==> src/rtl/wieg_aandrijving_if.sv <==
// Request/status bus of the cradle driver: amplitude, frequency and fault in,
// step/direction stream and position status out.
interface wieg_aandrijving_if;
  logic [2:0]        A;
  logic [2:0]        F;
  logic              error;
  logic              stap;
  logic              richting;
  logic signed [7:0] positie;
  logic              midden;
  logic              actief;

  modport master (
    output A, F, error,
    input  stap, richting, positie, midden, actief
  );

  modport slave (
    input  A, F, error,
    output stap, richting, positie, midden, actief
  );
endinterface

==> src/rtl/wieg_aandrijving.sv <==
// wieg_aandrijving -- step/direction driver producing a symmetric cradle swing about centre.
// Defining WIEG_SOFTSTART_EN makes F ramp up by one unit per centre crossing after a start.
module wieg_aandrijving #(
  parameter int CLK_DIV  = 1000,
  parameter int AMP_STAP = 4
) (
  input logic               clk,
  input logic               reset,
  wieg_aandrijving_if.slave bus
);

  localparam int            PW       = $clog2(CLK_DIV);
  localparam logic [PW-1:0] PRE_LAST = PW'(CLK_DIV - 1);
  localparam logic [7:0]    AMP_MUL  = 8'(AMP_STAP);

  typedef enum logic [2:0] {
    RUST  = 3'd0,
    HEEN  = 3'd1,
    TERUG = 3'd2,
    THUIS = 3'd3,
    FOUT  = 3'd4
  } state_t;

  state_t            state_r, state_s;
  logic [PW-1:0]     pre_r, pre_s;
  logic [2:0]        tick_cnt_r, tick_cnt_s;
  logic [2:0]        a_act_r, a_act_s;
  logic [2:0]        f_act_r, f_act_s;
  logic signed [7:0] pos_r, pos_s;
  logic              dir_r, dir_s;
  logic              stap_r, stap_s;
  logic              midden_r, actief_r;
  logic              tick_s, due_s, swing_s, crossing_s;
  logic              start_s, relatch_s, stop_s;
  logic [7:0]        amp_s, amp_neg_s;
  logic [2:0]        f_start_s, f_relatch_s;

  assign tick_s     = (pre_r == PRE_LAST);
  // The interval is 8-F_act ticks, so the last tick index is 7-F_act.
  assign due_s      = tick_s && (tick_cnt_r == (3'd7 - f_act_r));
  assign amp_s      = {5'd0, a_act_r} * AMP_MUL;
  assign amp_neg_s  = 8'd0 - amp_s;
  assign swing_s    = (state_r == HEEN) || (state_r == TERUG);
  assign crossing_s = swing_s && stap_s && (pos_s == 8'sd0);
  assign start_s    = (state_r == RUST) && (state_s == HEEN);
  assign relatch_s  = crossing_s && !bus.error;

`ifdef WIEG_SOFTSTART_EN
  assign f_start_s   = 3'd1;
  assign f_relatch_s = (bus.F > f_act_r) ? (f_act_r + 3'd1) : bus.F;
`else
  assign f_start_s   = bus.F;
  assign f_relatch_s = bus.F;
`endif

  assign stop_s = (bus.A == 3'd0) || (f_relatch_s == 3'd0);

  // Step generation: whether this edge steps, in which direction, and the resulting position.
  always_comb begin
    stap_s = 1'b0;
    dir_s  = dir_r;
    pos_s  = pos_r;
    case (state_r)
      HEEN: begin
        if (due_s) begin
          stap_s = 1'b1;
          dir_s  = 1'b1;
          pos_s  = pos_r + 8'sd1;
        end else begin
          stap_s = 1'b0;
        end
      end
      TERUG: begin
        if (due_s) begin
          stap_s = 1'b1;
          dir_s  = 1'b0;
          pos_s  = pos_r - 8'sd1;
        end else begin
          stap_s = 1'b0;
        end
      end
      THUIS: begin
        if (due_s && (pos_r != 8'sd0)) begin
          stap_s = 1'b1;
          dir_s  = pos_r[7];
          pos_s  = pos_r[7] ? (pos_r + 8'sd1) : (pos_r - 8'sd1);
        end else begin
          stap_s = 1'b0;
        end
      end
      RUST:    pos_s = 8'sd0;
      FOUT:    pos_s = 8'sd0;
      default: pos_s = 8'sd0;
    endcase
  end

  // Next-state logic; a fault outranks the centre-crossing relatch.
  always_comb begin
    state_s = state_r;
    case (state_r)
      RUST: begin
        if (bus.error) begin
          state_s = FOUT;
        end else if ((bus.A != 3'd0) && (bus.F != 3'd0)) begin
          state_s = HEEN;
        end else begin
          state_s = RUST;
        end
      end
      HEEN: begin
        if (bus.error) begin
          state_s = (pos_s == 8'sd0) ? FOUT : THUIS;
        end else if (crossing_s) begin
          state_s = stop_s ? RUST : HEEN;
        end else if (stap_s && ($unsigned(pos_s) == amp_s)) begin
          state_s = TERUG;
        end else begin
          state_s = HEEN;
        end
      end
      TERUG: begin
        if (bus.error) begin
          state_s = (pos_s == 8'sd0) ? FOUT : THUIS;
        end else if (crossing_s) begin
          state_s = stop_s ? RUST : TERUG;
        end else if (stap_s && ($unsigned(pos_s) == amp_neg_s)) begin
          state_s = HEEN;
        end else begin
          state_s = TERUG;
        end
      end
      THUIS: begin
        if (pos_s == 8'sd0) begin
          state_s = FOUT;
        end else begin
          state_s = THUIS;
        end
      end
      FOUT: begin
        if (!bus.error) begin
          state_s = RUST;
        end else begin
          state_s = FOUT;
        end
      end
      default: state_s = RUST;
    endcase
  end

  // Latches and counters; the prescaler keeps its phase across crossings.
  always_comb begin
    a_act_s    = a_act_r;
    f_act_s    = f_act_r;
    pre_s      = tick_s ? {PW{1'b0}} : (pre_r + PW'(1));
    tick_cnt_s = tick_cnt_r;
    if (start_s) begin
      a_act_s    = bus.A;
      f_act_s    = f_start_s;
      pre_s      = {PW{1'b0}};
      tick_cnt_s = 3'd0;
    end else if (relatch_s) begin
      a_act_s    = bus.A;
      f_act_s    = f_relatch_s;
      tick_cnt_s = 3'd0;
    end else if (!swing_s && (state_r != THUIS)) begin
      tick_cnt_s = 3'd0;
    end else if (due_s) begin
      tick_cnt_s = 3'd0;
    end else if (tick_s) begin
      tick_cnt_s = tick_cnt_r + 3'd1;
    end else begin
      tick_cnt_s = tick_cnt_r;
    end
  end

  // State register.
  always_ff @(posedge clk) begin
    if (reset) begin
      state_r <= RUST;
    end else begin
      state_r <= state_s;
    end
  end

  // Datapath registers and registered outputs.
  always_ff @(posedge clk) begin
    if (reset) begin
      pre_r      <= {PW{1'b0}};
      tick_cnt_r <= 3'd0;
      a_act_r    <= 3'd0;
      f_act_r    <= 3'd0;
      pos_r      <= 8'sd0;
      dir_r      <= 1'b0;
      stap_r     <= 1'b0;
      midden_r   <= 1'b1;
      actief_r   <= 1'b0;
    end else begin
      pre_r      <= pre_s;
      tick_cnt_r <= tick_cnt_s;
      a_act_r    <= a_act_s;
      f_act_r    <= f_act_s;
      pos_r      <= pos_s;
      dir_r      <= dir_s;
      stap_r     <= stap_s;
      midden_r   <= (pos_s == 8'sd0);
      actief_r   <= (state_s == HEEN) || (state_s == TERUG) || (state_s == THUIS);
    end
  end

  assign bus.stap     = stap_r;
  assign bus.richting = dir_r;
  assign bus.positie  = pos_r;
  assign bus.midden   = midden_r;
  assign bus.actief   = actief_r;

endmodule

==> src/flat_wrapper.sv <==
// flat-port wrapper written by rule: the top's interface ports become plain ports
module wieg_aandrijving_flat 
#(
  parameter int CLK_DIV  = 1000,
  parameter int AMP_STAP = 4
)
  (clk, reset, bus_A, bus_F, bus_error, bus_stap, bus_richting, bus_positie, bus_midden, bus_actief);
  wieg_aandrijving_if bus_i ();
  input logic clk;
  input logic reset;
  input wire logic [$bits(bus_i.A)-1:0] bus_A;
  input wire logic [$bits(bus_i.F)-1:0] bus_F;
  input wire logic [$bits(bus_i.error)-1:0] bus_error;
  output wire logic [$bits(bus_i.stap)-1:0] bus_stap;
  output wire logic [$bits(bus_i.richting)-1:0] bus_richting;
  output wire logic [$bits(bus_i.positie)-1:0] bus_positie;
  output wire logic [$bits(bus_i.midden)-1:0] bus_midden;
  output wire logic [$bits(bus_i.actief)-1:0] bus_actief;
  assign bus_i.A = bus_A;
  assign bus_i.F = bus_F;
  assign bus_i.error = bus_error;
  assign bus_stap = bus_i.stap;
  assign bus_richting = bus_i.richting;
  assign bus_positie = bus_i.positie;
  assign bus_midden = bus_i.midden;
  assign bus_actief = bus_i.actief;
  wieg_aandrijving #(.CLK_DIV(CLK_DIV), .AMP_STAP(AMP_STAP)) u_core (.clk(clk), .reset(reset), .bus(bus_i));
endmodule
==> config.mk <==
export PLATFORM = sky130hd
export DESIGN_NAME = wieg_aandrijving_flat
export DESIGN_NICKNAME = d
export VERILOG_FILES = /design/src/rtl/wieg_aandrijving_if.sv /design/src/rtl/wieg_aandrijving.sv /design/src/flat_wrapper.sv
export SDC_FILE = /design/constraint.sdc
export NUM_CORES = 1
export LEC_CHECK = 0
export ABC_AREA = 1
export CORE_ASPECT_RATIO = 1.1
export CORE_UTILIZATION = 59
export CTS_CLUSTER_SIZE = 14
export DETAILED_ROUTE_END_ITERATION = 7
export PLACE_DENSITY_LB_ADDON = 0.3
export SKIP_LAST_GASP = 1
export SYNTH_ARGS = -nofsm -noshare
export SYNTH_HDL_FRONTEND = slang
export SYNTH_SLANG_ARGS = --single-unit
export TNS_END_PERCENT = 100
==> constraint.sdc <==
create_clock -name clk -period 2.5 [get_ports clk]
set_input_delay 0.5 -clock clk [delete_from_list [all_inputs] [get_ports clk]]
set_output_delay 0.5 -clock clk [all_outputs]
set_load 0.03 [all_outputs]
==> results of run 1 <==
where the power goes:
| part | total (mW) | internal [mW] | leakage, nW | switching, mW |
|---|---|---|---|---|
| clock | 0.415 | 0.212 | 0.0431 | 0.202 |
| sequential | 0.575 | 0.561 | 0.280 | 0.0144 |
| combinational | 0.182 | 0.0659 | 1.39 | 0.116 |
state kept, by name (all words and copies together) (netlist names):
signal               count
u_core.a_act_r           3
u_core.bus.stap          1
u_core.bus.richting      1
u_core.bus.actief        1
u_core.bus.midden        1
u_core.tick_cnt_r        3
u_core.pre_r            10
u_core.state_r           3
u_core.f_act_r           3
u_core.bus.positie       8
synth_stat cells (2+ instances only):
cell type	count	area, um2
nand4_1	9	56.3
inv_2	13	48.8
nand2_2	8	50.1
buf_6	3	33.8
nor2_4	6	67.6
buf_2	3	15.0
nand2_1	139	522
dfxtp_1	34	681
a21oi_1	11	55.1
o21ai_0	10	50.1
inv_1	54	203
nor2_1	45	169
nor2_2	11	68.8
nand2_4	3	33.8
nor3_1	6	30.0
nand3_2	10	100
ha_1	6	75.1
nand3_4	2	35.0
nand3_1	51	255
o21ai_1	6	30.0
nand3b_1	2	15.0
xnor2_1	3	26.3
xor2_1	5	43.8
worst max-delay path, delay by kind of cell, from the launching register on:
family | cells | cell delay, ns
buffers and inverters | 1 | 0.14
flip-flops | 1 | 0.36
AND/OR/NAND/NOR | 19 | 1.72
adder cells (fa/ha/maj) | 1 | 0.15
metal layers:
| layer | global-route usage [%] | share of wire [%] | vias to the layer above |
|---|---|---|---|
| met5 | 0 | 0 | - |
| met4 | 12.1 | 3.2 | 0 |
| met3 | 5.37 | 7.1 | 28 |
| met2 | 54.1 | 48 | 135 |
| met1 | 40.0 | 42 | 1413 |
| li1 | - | - | 1524 |
timing repair:
action | CTS | global route
pin swaps | 1 | 15
hold buffers | 0 | 0
endpoints found under the setup margin | 11 | 12
gates resized for setup | 1 | 53
gates cloned | 0 | 0
setup buffers | 2 | 7
how the worst max path moves through the flow:
| stage | end | slack [ns] | cells past startpoint |
|---|---|---|---|
| final | u_core.bus.actief$_SDFF_PP0_ | 0.04 | 21 |
| after global routing | u_core.bus.actief$_SDFF_PP0_ | -0.17 | 19 |
| after CTS | u_core.a_act_r[0]$_SDFFE_PP0P_ | 0.007 | 18 |
| after detailed placement | u_core.a_act_r[0]$_SDFFE_PP0P_ | -0.06 | 18 |
| after global placement | u_core.f_act_r[1]$_SDFFE_PP0P_ | 0.008 | 18 |
| after floorplan | u_core.a_act_r[1]$_SDFFE_PP0P_ | 0.05 | 19 |
logic make-up after synthesis:
| group | synth area share (%) |
|---|---|
| AOI/OAI and AO/OA | 5.94 |
| and+or+nand+nor | 52.6 |
| DFF | 24.3 |
| buffers and inverters | 12.0 |
| xor gates and xnor gates | 2.50 |
| adders and majority gates | 2.68 |
per-stage QoR:
stage	setup WS [ns]	hold WS [ns]	utilization, %
after floorplan	0.0545	0.418	-
after global placement	0.00833	0.431	70.3
after detailed placement	-0.0600	0.445	70.3
after CTS	0.00672	0.454	72.6
after global routing	-0.169	0.455	77.9
final	0.0403	0.444	77.9
cell type report:
cell class	instances	area, um2	area share (%)
clock buffer	6	82.6	2.39
inverter	69	283	8.17
multi-input combinational	343	1940	56.1
sequential	34	692	20.0
tap	54	67.6	1.95
timing repair buffer	45	395	11.4
==> reports/results.txt, run 1 <==
Die Span Y -> 74.3 um
Fillers -> 317
full die area -> 5030 um2
worst-path cell chain -> ha_4, nand2_4, nor2_4, nand3_4, nor2_8, buf_6, nand3_1, nand3_2, nand2_2, nand2_1, nand2_2, nand2_1, nand2_1, nor2_1, nand3_1, nand2_1, nand2_1, nand2_1, nand2_1, nand3_1, nand2_1
crit path kind -> reg -> reg
EDFF count, synth -> 0
Hold Path End -> u_core.pre_r[0]$_SDFF_PP0_
# IOs -> 21
Syn Area/Cell -> 6.16 um2
Yosys cell types -> 38
# DRC -> 0
commonest cells after routing, fill and taps aside -> 134 x nand2_1, 50 x inv_1, 46 x nand3_1
placed cells -> 536
Synth warnings -> 0
Final setup viols -> 0
gpl congestion -> 0.947
status -> complete, no violations
Crit Reg-Reg Startpoint -> u_core.pre_r[0]$_SDFF_PP0_
Wirelength per Cell -> 14.3 um
CORE AREA -> 4440 um2
DRT antenna net count -> 0
Crit path largest cell delay -> 0.36 ns
Nets -> 513
crit end category -> flop
n_diodes -> 0
first-pass GRT wire length -> 12100 um
area grow syn2layout -> 23.5%
Final Non-Filler Cells -> 551
pins over their slew limit -> 0
clk sinks -> 34
TritonCTS clock tree -> done
worst-margin pin slew -> 0.449 ns
PwrDens -> 339 nW/um2
Total Routing Usage GR -> 31.9%
relative slew slack -> 69.8%
Critical Path AT -> 2.65 ns
Seq/Total Area, Yosys -> 24.3%
Mapped Cells -> 455
CP max FO -> 7
Die W -> 67.7 um
Syn Nets -> 470
Post-Syn Area -> 2800 um2
grt total ovfl -> 0
Startpoint Class -> flop
Crit-path slowest cell -> dfxtp_2
Final TNS setup -> 0 ns
RSZ-0062 raised after global routing -> yes
Reg clk slew, reported paths -> 0.07 ns
Rows -> 25
initial core utilization -> 63.1%
first drt pass iteration count -> 5
Setup Skew -> 0.0165 ns
Max Freq -> 407 MHz
Hold WC Path Type -> reg -> reg
leakage dissipation -> 1.71 nW
DR vias/cell -> 5.63
R2R depth -> 21
ys flop type -> dfxtp_1
Most common cell on crit path -> nand2_1
vias in the first global route -> 2737
R2R Setup Slk -> 0.04 ns
Peak VDD IR -> 0.416 mV
input/output buffers -> 20
commonest non-fill, non-tap cell in the layout -> nand2_1
CTS Root Cell -> clkbuf_8
Clock Tree Buf Depth -> 2
layout cells sized above 1 -> 24.3%
Max-cap violations -> 0
detailed-route via count -> 3100
Final period util -> 98.4%
CP required -> 2.69 ns
WHS Path Cells -> 1
Detail Placement HPWL -> 5760 um
#FFs+latches synth -> 34
Fin. Hold Viols -> 0
largest net degree at the start of global routing -> 15
RR Endpoint -> u_core.bus.actief$_SDFF_PP0_
DP Area -> 3120 um2
Post-Route WL -> 7900 um
DRT iter0 DRCs -> 212
post-route cell area -> 3460 um2
antenna violations before repair -> 0
hold path start -> u_core.pre_r[0]$_SDFF_PP0_
clk_lat worst skew -> 0.30 ns
CTS buffer count -> 5
final worst path period need -> 2.46 ns
number of H-tree levels -> 2
Worst Setup SP -> u_core.pre_r[0]$_SDFF_PP0_
Synth async-reset ratio -> 0%
Pwr Total -> 1.17 mW
No activity file was read; power rests on OpenSTA's default activity.
==> run 2: changes to the inputs <==
- SLEW_MARGIN: default -> 30
==> results of run 2 <==
Same layout as run 1: the final DEF is identical, and so are final timing and power.
